## src/rtl/qspi_pkg.sv

```systemverilog
// Shared types and default widths for the QSPI serial-clock engine.
package qspi_pkg;

  localparam int DEF_DIV_W = 16;
  localparam int DEF_CNT_W = 8;

  typedef enum logic [1:0] {
    IDLE,
    SETUP,
    RUN,
    HOLD
  } state_t;

  typedef struct packed {
    logic cpol;
    logic cpha;
  } spi_mode_t;

  // Width of the shared SETUP/HOLD gap counter, which counts 0..max-1.
  function automatic int gap_width(input int setup_cyc, input int hold_cyc);
    int m;
    m = (setup_cyc > hold_cyc) ? setup_cyc : hold_cyc;
    return (m < 2) ? 1 : $clog2(m);
  endfunction

endpackage

```

## src/rtl/qspi_div_counter.sv

```systemverilog
// Half-period timer: down-counter with load, enable and zero flag.
// Reloads itself from load_val whenever it is enabled while at zero.
module qspi_div_counter #(
  parameter int W = 16
) (
  input  logic         clk,
  input  logic         rst,
  input  logic         load,
  input  logic [W-1:0] load_val,
  input  logic         en,
  output logic         zero
);

  logic [W-1:0] cnt_reg;

  always_ff @(posedge clk or posedge rst) begin
    if (rst) begin
      cnt_reg <= '0;
    end else if (load || (en && zero)) begin
      cnt_reg <= load_val;
    end else if (en) begin
      cnt_reg <= cnt_reg - W'(1);
    end
  end

  assign zero = (cnt_reg == '0);

endmodule

```

## src/rtl/qspi_sclk_engine.sv

```systemverilog
// QSPI SCLK engine: CS framing, SCLK generation in all SPI modes, shift/sample strobes.
// Optional build macro QSPI_SCLK_STALL_EN lets stall_i freeze SCLK during RUN.
module qspi_sclk_engine
  import qspi_pkg::*;
#(
  parameter int DIV_W     = DEF_DIV_W,
  parameter int CNT_W     = DEF_CNT_W,
  parameter int SETUP_CYC = 1,
  parameter int HOLD_CYC  = 1
) (
  input  logic             clk_i,
  input  logic             rst_i,
  input  logic             start_i,
  input  logic             abort_i,
  input  logic             cpol_i,
  input  logic             cpha_i,
  input  logic [DIV_W-1:0] divider_i,
  input  logic [CNT_W-1:0] ncycles_i,
  input  logic             stall_i,
  output logic             sclk_o,
  output logic             cs_no,
  output logic             shift_o,
  output logic             sample_o,
  output logic             last_o,
  output logic             busy_o,
  output logic             done_o
);

  localparam int GAP_W = gap_width(SETUP_CYC, HOLD_CYC);

  state_t           state_reg, state_next;
  spi_mode_t        mode_reg, mode_next;
  logic [DIV_W-1:0] div_reg, div_next;
  logic [CNT_W-1:0] ncyc_reg, ncyc_next;
  logic [GAP_W-1:0] gap_reg, gap_next;
  logic [CNT_W:0]   edge_reg, edge_next;
  logic             sclk_reg, sclk_next;
  logic             cs_n_reg, shift_reg, shift_next;
  logic             sample_reg, sample_next, last_reg, last_next;
  logic             busy_reg, done_reg, done_next;

  logic stall_eff;
  logic half_zero;
  logic tick;
  logic final_edge;
  logic last_lead;

`ifdef QSPI_SCLK_STALL_EN
  assign stall_eff = stall_i;
`else
  logic unused_stall;
  assign unused_stall = stall_i;
  assign stall_eff    = 1'b0;
`endif

  qspi_div_counter #(
    .W(DIV_W)
  ) u_half_timer (
    .clk      (clk_i),
    .rst      (rst_i),
    .load     (state_reg == SETUP),
    .load_val (div_reg),
    .en       ((state_reg == RUN) && !stall_eff),
    .zero     (half_zero)
  );

  // Toggle index k is 0-based: even k is a leading edge, 2n+1 is the final edge.
  assign tick       = (state_reg == RUN) && half_zero && !stall_eff;
  assign final_edge = (edge_reg == {ncyc_reg, 1'b1});
  assign last_lead  = (edge_reg == {ncyc_reg, 1'b0});

  always_comb begin
    state_next  = state_reg;
    mode_next   = mode_reg;
    div_next    = div_reg;
    ncyc_next   = ncyc_reg;
    gap_next    = gap_reg;
    edge_next   = edge_reg;
    sclk_next   = sclk_reg;
    shift_next  = 1'b0;
    sample_next = 1'b0;
    last_next   = 1'b0;
    done_next   = 1'b0;

    case (state_reg)
      IDLE: begin
        sclk_next = cpol_i;
        if (start_i) begin
          state_next     = SETUP;
          mode_next.cpol = cpol_i;
          mode_next.cpha = cpha_i;
          div_next       = divider_i;
          ncyc_next      = ncycles_i;
          gap_next       = '0;
          edge_next      = '0;
          shift_next     = ~cpha_i;
        end
      end
      SETUP: begin
        if (gap_reg == GAP_W'(SETUP_CYC - 1)) begin
          state_next = RUN;
          gap_next   = '0;
        end else begin
          gap_next = gap_reg + GAP_W'(1);
        end
      end
      RUN: begin
        if (tick) begin
          sclk_next = ~sclk_reg;
          edge_next = edge_reg + (CNT_W + 1)'(1);
          if (!edge_reg[0]) begin
            shift_next  = mode_reg.cpha;
            sample_next = ~mode_reg.cpha;
            last_next   = ~mode_reg.cpha && last_lead;
          end else begin
            shift_next  = ~mode_reg.cpha && !final_edge;
            sample_next = mode_reg.cpha;
            last_next   = mode_reg.cpha && final_edge;
          end
          if (final_edge) begin
            state_next = HOLD;
            gap_next   = '0;
          end
        end
      end
      HOLD: begin
        if (gap_reg == GAP_W'(HOLD_CYC - 1)) begin
          state_next = IDLE;
          done_next  = 1'b1;
        end else begin
          gap_next = gap_reg + GAP_W'(1);
        end
      end
      default: state_next = IDLE;
    endcase

    // Abort overrides everything, including a start in the same cycle.
    if (abort_i) begin
      state_next  = IDLE;
      shift_next  = 1'b0;
      sample_next = 1'b0;
      last_next   = 1'b0;
      done_next   = 1'b0;
      sclk_next   = (state_reg == IDLE) ? cpol_i : mode_reg.cpol;
    end
  end

  always_ff @(posedge clk_i or posedge rst_i) begin
    if (rst_i) begin
      state_reg  <= IDLE;
      mode_reg   <= '0;
      div_reg    <= '0;
      ncyc_reg   <= '0;
      gap_reg    <= '0;
      edge_reg   <= '0;
      sclk_reg   <= 1'b0;
      cs_n_reg   <= 1'b1;
      shift_reg  <= 1'b0;
      sample_reg <= 1'b0;
      last_reg   <= 1'b0;
      busy_reg   <= 1'b0;
      done_reg   <= 1'b0;
    end else begin
      state_reg  <= state_next;
      mode_reg   <= mode_next;
      div_reg    <= div_next;
      ncyc_reg   <= ncyc_next;
      gap_reg    <= gap_next;
      edge_reg   <= edge_next;
      sclk_reg   <= sclk_next;
      cs_n_reg   <= (state_next == IDLE);
      shift_reg  <= shift_next;
      sample_reg <= sample_next;
      last_reg   <= last_next;
      busy_reg   <= (state_next != IDLE);
      done_reg   <= done_next;
    end
  end

  assign sclk_o   = sclk_reg;
  assign cs_no    = cs_n_reg;
  assign shift_o  = shift_reg;
  assign sample_o = sample_reg;
  assign last_o   = last_reg;
  assign busy_o   = busy_reg;
  assign done_o   = done_reg;

endmodule

```

## config.mk

```make
export PLATFORM = sky130hd
export DESIGN_NAME = qspi_sclk_engine
export DESIGN_NICKNAME = d
export VERILOG_FILES = /design/src/rtl/qspi_pkg.sv /design/src/rtl/qspi_div_counter.sv /design/src/rtl/qspi_sclk_engine.sv
export SDC_FILE = /design/constraint.sdc
export NUM_CORES = 1
export LEC_CHECK = 0
export CORE_MARGIN = 2
export CORE_UTILIZATION = 50
export DETAILED_ROUTE_END_ITERATION = 10
export GPL_TIMING_DRIVEN = 1
export PLACE_DENSITY = 0.81
export REMOVE_ABC_BUFFERS = 1
export SKIP_LAST_GASP = 1
export SLEW_MARGIN = 0
export SYNTH_ARGS = -nofsm -noshare
export SYNTH_HDL_FRONTEND = slang
export SYNTH_SLANG_ARGS = --single-unit
```

## constraint.sdc

```tcl
create_clock -name clk_i -period 2.4 [get_ports clk_i]
set_input_delay 0.6 -clock clk_i [delete_from_list [all_inputs] [get_ports clk_i]]
set_output_delay 0.6 -clock clk_i [all_outputs]
set_load 0.01 [all_outputs]
```

---- After elaboration in Yosys (flattened, before gate mapping) ----
Index checks and enable logic that the tools add are counted.
storage, ports and cells
  output and inout bits ................... 7
  bits in registers ....................... 61
  word-level logic and storage cells ...... 85
operators by class
  bitwise logic cells ..................... 3
  eq/ne operators ......................... 9
  multiplexer cells ....................... 37
  add/sub/neg operators ................... 3
  reductions and logical operators ........ 18
operators by type and width
  kind                     number
  $mux W16                 2
  $mux W1                  22
  $eq A9 B9 Y1             2
  $mux W9                  2
  $pmux W9 S2              1
  $logic_not A16 Y1        1
  $sub A16 B1 Y16 const B  1
  $mux W2                  6
  $add A9 B1 Y9 const B    1
  $pmux W2 S4              1
  $ne A2 B2 Y1 const B     3
  $reduce_and A3 Y1        2
  $reduce_bool A2 Y1       3
  $eq A2 B2 Y1 const B     2
  $logic_and A1 B1 Y1      4
  $logic_not A2 Y1         2
  $pmux W1 S2              2
  $reduce_and A2 Y1        2
  $ne A3 B3 Y1 const B     1
  $not A1 Y1               3
  $pmux W1 S3              1
  $reduce_bool A3 Y1       1
  $eq A2 B1 Y1 const B     1
  $reduce_or A2 Y1         1
  3 further kinds          3

---- Longest topological paths before layout ----
Gate-level depths: netlist of the first run.
  word-level depth ........................ 7
  gate-level depth with buffers ........... 8
  mapped depth without buffers ............ 6

---- Hierarchy ----
From an unflattened synthesis of the first run, not the netlist that was laid out.
unflattened totals
  cell total of the unflattened synthesis .. 288
  area total of the unflattened synthesis .. 3165.5 um^2
by module, submodules not included
  module            cells each  area an instance (um^2)  instances  sequential area each (um^2)
  qspi_sclk_engine  162         2009.4                   1          1102.3
  qspi_div_counter  126         1156.1                   1          400.4

---- Worst setup path after synthesis of the first run ----
OpenSTA, ideal clock, no wires.
  kind .................................... register to register
  start point ............................. register state_reg[0]
  end point ............................... register u_half_timer.cnt_reg[11]
  path buffers ............................ 1
  cell stages (with the launch flop) ...... 8
  slack ................................... 0.553 ns
  data arrival time ....................... 1.770 ns
  required time ........................... 2.323 ns
  library setup time ...................... 0.077 ns
  path through ............................ dfrtp_1 > inv_1 > ha_1 > and4bb_2 > a41oi_1 > clkbuf_1 > nor2_1 > a21oi_1
between the ends
  longest elaborated chain between the ends .. 4
ends and longest elaborated chain
  what                                                   line                     text
  from (decl)                                            qspi_sclk_engine.sv:31   state_t state_reg, state_next;
  from (signal assigned)                                 qspi_sclk_engine.sv:164  state_reg <= state_next;
  $eq A2 B2 Y1                                           qspi_sclk_engine.sv:63   .en ((state_reg == RUN) && !stall_eff),
  $logic_and A1 B1 Y1                                    qspi_div_counter.sv:19   end else if (load || (en && zero)) begin
  $logic_or A1 B1 Y1                                     qspi_div_counter.sv:19
  $mux W16 / $reduce_bool A2 Y1 (equally long branches)  -
  to (signal assigned)                                   qspi_div_counter.sv:20   cnt_reg <= load_val;
  to (signal assigned)                                   qspi_div_counter.sv:22   cnt_reg <= cnt_reg - W'(1);
  to (decl)                                              qspi_div_counter.sv:14   logic [W-1:0] cnt_reg;
Parallel ways exist; a longest one is shown, timed or not.
A chain may end at the register's enable or synchronous reset.

---- Worst setup path after layout of the first run ----
  start point ............................. register state_reg[0]
  end point ............................... register edge_reg[3]
between the ends
  longest elaborated chain between the ends .. 4
ends and longest elaborated chain
  what                                line                                            text
  $eq A2 B2 Y1                        qspi_sclk_engine.sv:68, qspi_sclk_engine.sv:85
  $logic_and A1 B1 Y1                 qspi_sclk_engine.sv:68                          assign tick = (state_reg == RUN) && half_zero && !stall_eff;
  $ne A2 B2 Y1 (no source line)       -
  $reduce_and A3 Y1 (no source line)  -
  to (signal assigned)                qspi_sclk_engine.sv:169                         edge_reg <= edge_next;
  to (decl)                           qspi_sclk_engine.sv:36                          logic [CNT_W:0] edge_reg, edge_next;
Parallel ways exist; a longest one is shown, timed or not.

==> results of run 1 <==
==> routing by layer <==
layer	vias to the layer above	GRT usage	share of wire
li1	1083	-	-
met1	1070	0.260	0.45
met2	58	0.297	0.48
met3	8	0.0500	0.053
met4	0	0.110	0.014
met5	-	0	0
==> per-stage QoR <==
stage	setup TNS [ps]	hold WS (ps)
after floorplan	-10950	449
after global placement	0	470
after detailed placement	0	486
after CTS	0	502
after global routing	0	527
final	0	505
==> cells by family after synthesis <==
kind of cell / share of synthesized area
adders and majority gates: 0.0286
and+or+nand+nor: 0.167
muxes: 0.112
AOI/OAI and AO/OA: 0.0935
buffers and inverters: 0.0433
xor gates and xnor gates: 0.0657
DFF: 0.490
==> cell usage after synthesis (2+ instances only) <==
cell type / count / area (sq um)
a211oi_1: 3 / 22.5
a21oi_1: 17 / 85.1
a31oi_1: 6 / 37.5
a41oi_1: 2 / 17.5
and3_1: 2 / 12.5
and4_2: 2 / 20.0
buf_1: 2 / 7.51
buf_4: 3 / 22.5
buf_6: 3 / 33.8
clkbuf_1: 3 / 11.3
dfrtp_1: 59 / 1480
ha_1: 7 / 87.6
inv_1: 12 / 45.0
mux2_2: 26 / 293
mux2i_1: 5 / 50.1
nand2_1: 12 / 45.0
nand2b_1: 4 / 25.0
nand3_1: 8 / 40.0
nand4_1: 7 / 43.8
nor2_1: 25 / 93.8
nor2b_1: 2 / 12.5
nor3_1: 4 / 20.0
nor4_1: 4 / 25.0
nor4_4: 2 / 42.5
o21ai_0: 7 / 35.0
o31ai_1: 2 / 15.0
xnor2_1: 3 / 26.3
xor2_1: 20 / 175
==> power breakdown <==
part / switching [uW] / leakage [uW] / total [uW] / internal [uW]
sequential: 349 / 0.000722 / 1780 / 1430
combinational: 692 / 0.000750 / 1440 / 748
clock: 363 / 0.0000893 / 785 / 422
==> layout make-up <==
type	count	area [sq um]	area share
clock inverter	2	10.0	0.00269
clock buffer	13	159	0.0428
inverter	12	45.0	0.0121
tap	75	93.8	0.0253
timing repair buffer	48	463	0.125
multi-input combinational	191	1440	0.388
sequential	60	1500	0.404
==> final timing paths <==
check | cells after the start | slack [ps] | to
min | 1 | 510 | div_reg[1]$_DFFE_PP0P_
max reg2reg | 6 | 280 | edge_reg[3]$_DFFE_PP0P_
min in group asynchronous | 2 | 530 | edge_reg[5]$_DFFE_PP0P_
max in group asynchronous | 3 | 1290 | cs_no$_DFF_PP1_
max | 6 | 280 | edge_reg[3]$_DFFE_PP0P_
min reg2reg | 1 | 510 | div_reg[1]$_DFFE_PP0P_
==> summary.txt, run 1 <==
Timing
  – Peak Freq: 473 MHz
  – RSZ-0062 raised after global routing: false
  – Fin crit share: 0.882
  – Clk_skew: 7.71 ps
  – Final worst path period need: 2120 ps
  – Final setup fails: 0
  – Worst path setup slack after routing: 284 ps
  – Slew of the pin with the lowest slew margin: 717 ps
  – Worst rel slew slack: 0.518
  – Final Hold Vio Count: 0
  – Final Max Tran Viols: 0

Die
  – Top-Level Pins: 38
  – Die ar.: 0.00677 sq mm
  – Die Span Y: 82.3 um
  – Initial Util: 0.518
  – Die X: 82.3 um
  – # rows: 28
  – Core footprint: 0.00592 sq mm

Layout
  – Fin util: 0.628
  – Layout area overhead: 21.3%
  – Fill count: 476
  – Fin nets: 360
  – Finished Layout Cells: 401
  – ANT cells: 0
  – Most common cell after layout, fill and taps aside: dfrtp_1
  – Most frequent cells in the layout: dfrtp_1, clkdlybuf4s50_1, mux2_2
  – Design area: 0.00372 sq mm
  – Layout cells sized above 1: 0.199

Setup path
  – Worst Path Buf+Inv: 1
  – Worst-path fanout max: 9
  – Reg2reg start: state_reg[0]$_DFF_PP0_
  – Worst path arrival time: 2310 ps
  – Kind of critical path: flop to flop
  – Worst path cell trace: inv_1, ha_1, and4bb_2, nand4_4, o21ai_0, a31oi_1
  – CP max stage delay: 540 ps
  – Kind of cell adding the most delay to the critical path: compound AO/OA/AOI/OAI gates
  – WP data required: 2590 ps
  – Setup crit start kind: flop
  – CP max-delay cell: o21ai_0
  – Crit path launch: state_reg[0]$_DFF_PP0_
  – CP Capture Type: flop

GRT
  – Global Route Usage Sum: 0.197
  – Vias in the first global route: 2219
  – Total grt overflow: 0
  – First-pass GRT wire length: 9910 um
  – Initial antenna violation count: 0
  – Largest net degree at the start of global routing: 33

Route
  – Router iterations before antenna repair: 4
  – Drt drc: 0
  – Routed vias: 2219
  – DRT Wirelength: 5820 um
  – Drt wl/cell: 14.5 um
  – ANT nets after route: 0
  – Starting DRT DRC Count: 151
  – Drt via density: 5.53

Logic synthesis
  – Sequential fraction of the synthesis area: 0.490
  – Top FF cell, synth: dfrtp_1
  – Synth Area per Inst: 11.1 sq um
  – Synthesized instance count: 275
  – FFs w/ async S/R, synth: 1.00
  – Synth Warn #: 0
  – EDFF count, synth: 0
  – Seq cells post-synth: 60
  – Post-synthesis cell type count: 51
  – Mapped Area: 0.00306 sq mm

Placement
  – Post-DP HPWL: 4240 um
  – Placed cell area: 0.00355 sq mm
  – GPL Wtd Cong: 0.879
  – I/O Buffers: 36
  – Pre-CTS setup slack: 289 ps
  – Placed cells: 386

Power and ir drop
  – VDD IR max: 0.544 mV
  – Leak pwr: 0.00156 uW
  – Power per Cell Area: 1080 mW/mm^2
  – Final Total Pwr: 4010 uW

Flow run
  – Maxcap violations: 0

Min path
  – HP Class: flop to flop
  – Hold Startpoint: div_reg[1]$_DFFE_PP0P_

Clock tree
  – H-tree depth: 3
  – CTS resizes: 0
  – Reg clk slew, reported paths: 60 ps
  – Total CTS buffers: 9
  – CTS Hold Bufs: 0
  – Clk Latency, worst-skew pair: 340 ps
  – # Post-CTS Setup Buffers: 0
  – Root buf cell: clkbuf_8
  – Clk buf depth: 2
  – Sink Count: 60
  – CTS tree: yes

Run status
  – Status: completed
Power figures use the tool's default switching activity.
==> run 2: changes to the inputs <==
--- a/constraint.sdc
+++ b/constraint.sdc
@@ -3,2 +3,2 @@
 set_output_delay 0.6 -clock clk_i [all_outputs]
-set_load 0.01 [all_outputs]
+set_load 0.005 [all_outputs]
==> results of run 2 <==
Same layout as run 1 (identical final DEF). Status: completed.
Among the figures that moved: total power 4010 uW -> 4000 uW; worst IR drop on VDD 0.544 mV -> 0.529 mV
